## config.mk

```make
export PLATFORM = sky130hd
export DESIGN_NAME = deb_sync
export DESIGN_NICKNAME = d
export VERILOG_FILES = /design/src/rtl/deb_sync.sv
export SDC_FILE = /design/constraint.sdc
export NUM_CORES = 1
export LEC_CHECK = 0
export CORE_AREA = 2 2 66 68
export CTS_CLUSTER_SIZE = 12
export DETAILED_ROUTE_END_ITERATION = 6
export DIE_AREA = 0 0 68 70
export MAX_ROUTING_LAYER = met4
export SLEW_MARGIN = 20
export SYNTH_ARGS = -nofsm -noshare
export SYNTH_HDL_FRONTEND = slang
export SYNTH_SLANG_ARGS = --single-unit
```

## constraint.sdc

```tcl
create_clock -name clk -period 3.3 [get_ports clk]
set_input_delay 0.33 -clock clk [delete_from_list [all_inputs] [get_ports clk]]
set_output_delay 0.33 -clock clk [all_outputs]
set_load 0.02 [all_outputs]
```

## src/rtl/deb_sync.sv

```systemverilog
// deb_sync: synchroniser + stability-counter debouncer for asynchronous,
// bouncy inputs. Produces a clean level, one-cycle rise/fall strobes and a
// one-shot long-press strobe. Counters advance only on qualified (ce=1) cycles.
module deb_sync #(
  parameter int SYNC_STAGES = 2,      // >= 2
  parameter int DEB_CNT     = 1000,   // >= 1
  parameter int LONG_CNT    = 50000,  // >= 1
  parameter bit INIT_LEVEL  = 1'b0
) (
  input  logic clk,
  input  logic rst,
  input  logic in,
  input  logic ce,
  output logic q,
  output logic rise,
  output logic fall,
  output logic lng
);

  localparam int DW = $clog2(DEB_CNT + 1);
  localparam int LW = $clog2(LONG_CNT + 1);
  localparam logic [DW-1:0] DEB_LAST  = DW'(DEB_CNT - 1);
  localparam logic [LW-1:0] LONG_LAST = LW'(LONG_CNT - 1);

  logic [SYNC_STAGES-1:0] sync;
  logic                   s;
  logic [DW-1:0]          dcnt;
  logic [DW-1:0]          dcnt_next;
  logic                   accept;
  logic                   q_next;
  logic [LW-1:0]          lcnt;
  logic                   done;

  // Synchroniser chain: nothing else touches 'in' before the last stage.
  always_ff @(posedge clk) begin
    // NOTE: registers are written with non-blocking assignments so every flop
    // samples the pre-edge values of the others, which is what makes the
    // chain shift instead of collapsing into a single stage.
    if (rst) sync <= {SYNC_STAGES{INIT_LEVEL}};
    else     sync <= {sync[SYNC_STAGES-2:0], in};
  end

  assign s = sync[SYNC_STAGES-1];

  // Debounce decision: accept s once it has differed from q for DEB_CNT
  // qualified cycles; any agreement with q restarts the count, even if ce=0.
  always_comb begin
    // NOTE: defaults first, so every path assigns every output and no latch
    // can be inferred.
    dcnt_next = dcnt;
    accept    = 1'b0;
    if (s == q) begin
      dcnt_next = '0;
    end else if (ce) begin
      if (dcnt == DEB_LAST) begin
        accept    = 1'b1;
        dcnt_next = '0;
      end else begin
        dcnt_next = dcnt + 1'b1;
      end
    end
  end

  assign q_next = accept ? s : q;

  // Debounced level and edge strobes, registered together so a strobe lines
  // up with the first cycle q shows the new value.
  always_ff @(posedge clk) begin
    if (rst) begin
      dcnt <= '0;
      q    <= INIT_LEVEL;
      rise <= 1'b0;
      fall <= 1'b0;
    end else begin
      dcnt <= dcnt_next;
      q    <= q_next;
      rise <= accept & s;
      fall <= accept & ~s;
    end
  end

  // Long-press timer: one lng per high period, re-armed when q goes low.
  // A falling q wins over a lng that would fire in the same cycle.
  always_ff @(posedge clk) begin
    if (rst) begin
      lcnt <= '0;
      done <= 1'b0;
      lng  <= 1'b0;
    end else begin
      lng <= 1'b0;
      if (!q || !q_next) begin
        lcnt <= '0;
        done <= 1'b0;
      end else if (ce && !done) begin
        if (lcnt == LONG_LAST) begin
          lng  <= 1'b1;
          done <= 1'b1;
        end else begin
          lcnt <= lcnt + 1'b1;
        end
      end
    end
  end

endmodule

```

==> flow_summary.yaml, run 1 <==
status:
  outcome: "complete, no violations"
floorplanning:
  chipHeight_um: 70
  die_width_um: 68
  fp-row-count: 24
  start_util_pct: 37.8
  core_sq_um: 4140
  io_pins: 8
  dieArea_sq_um: 4760
yosys:
  synth_fa_ha_area_share_pct: 1.60
  yosysUniqueCellTypes: 37
  synth-simple-area-share_pct: 31.5
  synth_nets: 176
  synth_top_family_by_area: "simple AND/OR/NAND/NOR gates"
  synthCells: 170
  async_reset_ff_share_pct: 0
  synth_compound_area_share_pct: 13.4
  ys_ff_latch: 33
  syn_area_per_cell_sq_um: 9.21
  syn_area_sq_um: 1570
  synth_edf_count: 0
  synthFlopType: "dfxtp_1"
  synth_warnings: 0
  synth_xor_area_share_pct: 5.60
  seq_area_frac_synth_pct: 42.2
  synth_mux_area_share_pct: 1.92
worst_setup_path:
  setup.worst_path.end: "lcnt[10]$_SDFFE_PP0P_"
  rrSetupSlack_ns: 1.09
  crit_path_cell_trace: "or4b_4, nor4_2, o31ai_1, a21oi_1"
  critical_path.startpoint: "lcnt[7]$_SDFFE_PP0P_"
  max_stage_delay_ns: 0.81
  rr_startpoint: "lcnt[7]$_SDFFE_PP0P_"
  path_class: "reg2reg"
  crit_family: "simple AND/OR/NAND/NOR gates"
  arrival_ns: 2.43
  critPathLaunchType: "register"
  reg2reg_to: "lcnt[10]$_SDFFE_PP0P_"
  worst_r2r_path_depth: 4
  crit_path_top_delay_cell: "nor4_2"
  required_ns: 3.52
  path_buf_inv: 0
  cp.depth: 4
  critical_path.endpoint_type: "register"
  path_max_fanout: 12
route:
  wl_mm: 2.99
  routed_via_density: 5.60
  routedWlPerCell_um: 13.0
  drcViolationCount: 0
  drtPass1Iterations: 4
  dr.first_iter.drc_count: 81
  vias: 1288
  final_antenna_net_count: 0
power_and_ir_drop:
  power_density_nw_per_um2: 426
  finalPower_mw: 0.749
  peakVddDrop_uv: 211
  p_leak_nw: 0.530
place:
  numPortBuffers: 7
  routabilityCongestion: 0.766
  place_hpwl_mm: 2.09
  dp_slack_ns: 0.847
  placedCellCount: 222
  post_dp_cell_area_sq_um: 1660
clock_network:
  clock_path_buffers: 2
  cts-buffers-inserted: 5
  clk_latency_ns: 0.29
  cts_tree: "yes"
  cts.sinks: 33
  postCtsHoldBufs: 0
  clk_pin_slew_ns: 0.07
  cts_resized: 0
  cts_htree_levels: 2
  cts-root-buf: "clkbuf_8"
  post-cts-setup-buffers: 0
hold_path:
  worstHoldStart: "sync[0]$_SDFF_PP0_"
  min_path_type: "reg2reg"
grt:
  grt_max_degree: 21
  antenna_found_initial: 0
  first_global_vias: 1225
  grt_pass1_wl_mm: 5.40
  grt.overflow.total: 0
  track_usage_pct: 15.4
timing:
  min_period_ns: 2.21
  setup_violations: 0
  hold_viol: 0
  period_share_pct: 66.9
  setup_ws_ns: 1.09
  rsz0062_at_grt: "no"
  clock_skew_ns: 0.00446
  max_clock_freq_mhz: 453
  maxSlewHeadroom_pct: 40.3
  slew_violations: 0
  worst_hold_slack_ns: 0.447
  worstMarginPinSlew_ns: 0.888
  tns_ns: 0
final_layout:
  drive_gt1_share_pct: 9.55
  final_core_util_pct: 42.4
  mostFrequentLayoutCells: "dfxtp_1 (33), nor2_1 (15), nand2_1 (12)"
  stdcell_count: 230
  syn_to_final_growth_pct: 12.3
  diodes: 0
  layout.cell_area.non_filler_sq_um: 1760
  final_common_cell: "dfxtp_1"
  fin_nets: 183
flow_run:
  cap_violations: 0
## sequential cells by signal (all words and copies together) (netlist names)
register  cells
lng           1
lcnt         16
q             1
rise          1
fall          1
dcnt         10
done          1
sync          2
## area by class of cell
| type | instances | area [sq um] |
|---|---|---|
| Multi-Input combinational cell | 127 | 846 |
| Tap cell | 52 | 65.1 |
| Inverter | 2 | 7.51 |
| Clock inverter | 1 | 5.00 |
| Fill cell | 432 | 2390 |
| Sequential cell | 33 | 661 |
| Clock buffer | 7 | 96.3 |
| Timing Repair Buffer | 8 | 77.6 |
## power breakdown
| part | total [mW] | internal (mW) | switching, mW |
|---|---|---|---|
| clock | 0.337 | 0.188 | 0.149 |
| combinational | 0.0117 | 0.00608 | 0.00561 |
| sequential | 0.401 | 0.399 | 0.00110 |
| total | 0.749 | 0.594 | 0.155 |
## cell usage after synthesis (4+ instances only)
master	n	area share, %
o31ai_1	11	5.3
nand3_1	5	1.6
nor2_1	15	3.6
dfxtp_1	33	42
and3_1	4	1.6
nand4_1	9	3.6
xor2_1	5	2.8
a21oi_2	4	2.2
or4_1	11	5.3
nand2_1	12	2.9
xnor2_1	5	2.8
a21oi_1	11	3.5
## worst min path at each step
stage	endpoint	slack, ns	cells past startpoint
after floorplan	sync[0]$_SDFF_PP0_	0.40	1
after global placement	sync[1]$_SDFF_PP0_	0.42	1
after detailed placement	sync[1]$_SDFF_PP0_	0.44	1
after CTS	sync[1]$_SDFF_PP0_	0.45	1
after global routing	sync[1]$_SDFF_PP0_	0.46	1
final	sync[1]$_SDFF_PP0_	0.45	1
## metal layers
metal  track usage [%]  share of wire [%]
met5                 -                  0
met3              4.03                3.9
met4              9.56                2.7
met1              18.2                 45
met2              22.8                 48
## worst reg2reg max path, cell delays in order (launching register included)
cell     delay, ns
dfxtp_1       0.37
or4b_4        0.59
nor4_2        0.81
o31ai_1       0.20
a21oi_1       0.16
## logic make-up (layout without fill, tap and decap cells)
group / Yosys count / in the layout
compound gates: 32 / 32
xor+xnor: 10 / 10
fa+ha+maj: 2 / 2
buf+inv: 10 / 18
flops: 33 / 33
mux: 3 / 3
simple gates: 80 / 80
Power figures use the tool's default switching activity.
==> inputs of run 2 (changes only) <==
clock period = 1.8 ns   (was 3.3 ns; I/O delays follow)
==> run 2 against run 1 <==
- cell count is 8.3% higher
- global-route usage grew 0.59 points
- hold slack better by 0.0024 ns
- via count is 4.9% higher
- non-clock buffer count increased by 19
- wire length up 6.5%
- power up 70%
- flip-flop and latch count did not move
- critical path type unchanged
- critical endpoint is now lcnt[5]$_SDFFE_PP0P_
==> flow_summary.yaml, run 2 (synthesis results as in run 1) <==
power_and_ir_drop:
  p_switching_mw: 0.256
  power_switching_share_pct: 20.1
  peakVddDrop_uv: 367
  power_density_nw_per_um2: 677
  pwr-share-seq_pct: 57.5
  internal-power_mw: 1.02
  p_leak_nw: 0.614
  pwr-share-comb_pct: 1.9
  p_clk_share_pct: 40.5
timing:
  slew_violations: 0
  tns_ns: 0
  min_period_ns: 1.75
  hold_viol: 0
  setup_violations: 0
  maxSlewHeadroom_pct: 77.8
  period_share_pct: 97.1
  max_clock_freq_mhz: 572
  worstMarginPinSlew_ns: 0.332
  rsz0062_at_grt: "yes"
  clock_skew_ns: 0.00633
final_layout:
  seqCellArea_sq_um: 663
  fillers: 408
  fin_nets: 202
  layout.cell_area.non_filler_sq_um: 1890
  reg_top3: "lcnt (16), dcnt (10), sync (2)"
  largest-register: "lcnt"
  syn_to_final_growth_pct: 20.5
  multi_input_area_sq_um: 850
  drive_gt1_share_pct: 18.3
  final_common_cell: "dfxtp_1"
  mostFrequentLayoutCells: "dfxtp_1 (31), buf_4 (20), nor2_1 (15)"
  largest_register_ffs: 16
  diodes: 0
worst_setup_path:
  path_class: "reg2reg"
  rrSetupSlack_ns: 0.05
  required_ns: 2.01
  arrival_ns: 1.96
  critical_path.endpoint_type: "register"
  crit_family: "simple AND/OR/NAND/NOR gates"
  cp.depth: 5
  worst_r2r_path_depth: 5
  critPathLaunchType: "register"
  crit_path_top_delay_cell: "or4b_4"
  path_max_fanout: 11
  crit_path_cell_trace: "or4b_4, nor4_4, buf_4, o31ai_1, a21oi_1"
  max_stage_delay_ns: 0.57
  path_buf_inv: 1
clock_network:
  cts_tree: "yes"
  clock_path_buffers: 2
  cts.sinks: 33
  cts-buffers-inserted: 5
  cts-root-buf: "clkbuf_8"
  cts_htree_levels: 2
  clk_pin_slew_ns: 0.07
  clk_latency_ns: 0.28
grt:
  track_usage_pct: 16.0
  first_global_vias: 1352
  antenna_found_initial: 0
  grt.overflow.total: 0
  grt_max_degree: 16
  grt_pass1_wl_mm: 5.73
hold_path:
  min_path_type: "reg2reg"
  holdPathStages: 1
route:
  dr.first_iter.drc_count: 66
  drcViolationCount: 0
  drtPass1Iterations: 4
  wl_mm: 3.19
  routed_via_density: 5.43
  routedWlPerCell_um: 12.8
  vias: 1351
  final_antenna_net_count: 0
floorplanning:
  start_util_pct: 37.8
  die_width_um: 68
  dieArea_sq_um: 4760
  fp-row-count: 24
  io_pins: 8
  core_sq_um: 4140
  chipHeight_um: 70
status:
  outcome: "complete, no violations"
place:
  numPortBuffers: 7
  place_hpwl_mm: 2.38
  routabilityCongestion: 0.825
  post_dp_cell_area_sq_um: 1800
flow_run:
  cap_violations: 0
## run 2: cell count changes in the layout (fill, tap and decap cells not counted)
| cell | delta |
|---|---|
| buf_4 | +19 |
| clkbuf_1 | +3 |
| clkbuf_8 | -2 |
| dfxtp_1 | -2 |
| dfxtp_2 | +2 |
| and4_1 | -1 |
| and4_2 | +1 |
| clkinv_2 | -1 |
| or3b_2 | -1 |
| or3b_4 | +1 |
## run 2: stage by stage
step                util [%]  worst slack (ns)  power [mW]  instances  hold slack (ns)
floorplan                  -            0.0488       0.763        170            0.252
global placement        43.4           -0.0168       0.775        241            0.423
detailed placement      43.4           -0.0555       0.776        241            0.436
CTS                     45.4            0.0461        1.31        249            0.440
global route            45.5           -0.0103        1.34        249            0.469
finish                  45.5            0.0522        1.28        249            0.449
## run 2: cell type report
type / instances / area share [%]
Clock buffer: 8 / 4.25
Timing Repair Buffer: 27 / 11.7
Sequential cell: 33 / 35.2
Multi-Input combinational cell: 127 / 45.1
Tap cell: 52 / 3.45
Inverter: 2 / 0.398
## run 2: worst register-to-register path, cell delays in order, from the launching register on
cell and delay, ns:
dfxtp_1 0.32, or4b_4 0.57, nor4_4 0.33, buf_4 0.22, o31ai_1 0.09, a21oi_1 0.15
## run 2: metal layers
layer / wire length, um / share of wire [%] / global-route usage (%) / vias up
li1: - / - / - / 688
met1: 1400 / 44 / 17.8 / 652
met2: 1680 / 53 / 27.0 / 9
met3: 83 / 2.6 / 4.83 / 2
met4: 23 / 0.72 / 4.67 / 0
met5: 0 / 0 / - / -
## run 2: power by group through the flow
| stage | clock network, mW | registers (mW) | logic, mW |
|---|---|---|---|
| 2_1_floorplan | 0 | 0.751 | 0.0125 |
| 3_3_place_gp | 0 | 0.751 | 0.0241 |
| 3_5_place_dp | 0 | 0.751 | 0.0247 |
| 4_1_cts | 0.548 | 0.735 | 0.0247 |
| 5_1_grt | 0.578 | 0.734 | 0.0268 |
| 6_report | 0.518 | 0.735 | 0.0245 |
## run 2: path summary, 6_finish.rpt
| check | startpoint | end |
|---|---|---|
| worst max-delay path | lcnt[7]$_SDFFE_PP0P_ | lcnt[5]$_SDFFE_PP0P_ |
| worst min-delay path | sync[0]$_SDFF_PP0_ | sync[1]$_SDFF_PP0_ |
| worst max register to register | lcnt[7]$_SDFFE_PP0P_ | lcnt[5]$_SDFFE_PP0P_ |
| worst min register to register | sync[0]$_SDFF_PP0_ | sync[1]$_SDFF_PP0_ |
## run 2: timing repair
action	in CTS	in global routing
endpoints found under the setup margin	0	7
hold buffers	0	0
buffers inserted	0	0
gates resized for setup	0	4
==> inputs of run 3 (changes only) <==
CAP_MARGIN = 40   (was not set)
==> results of run 3 <==
No change in the layout: final DEF, timing and power equal those of run 2.
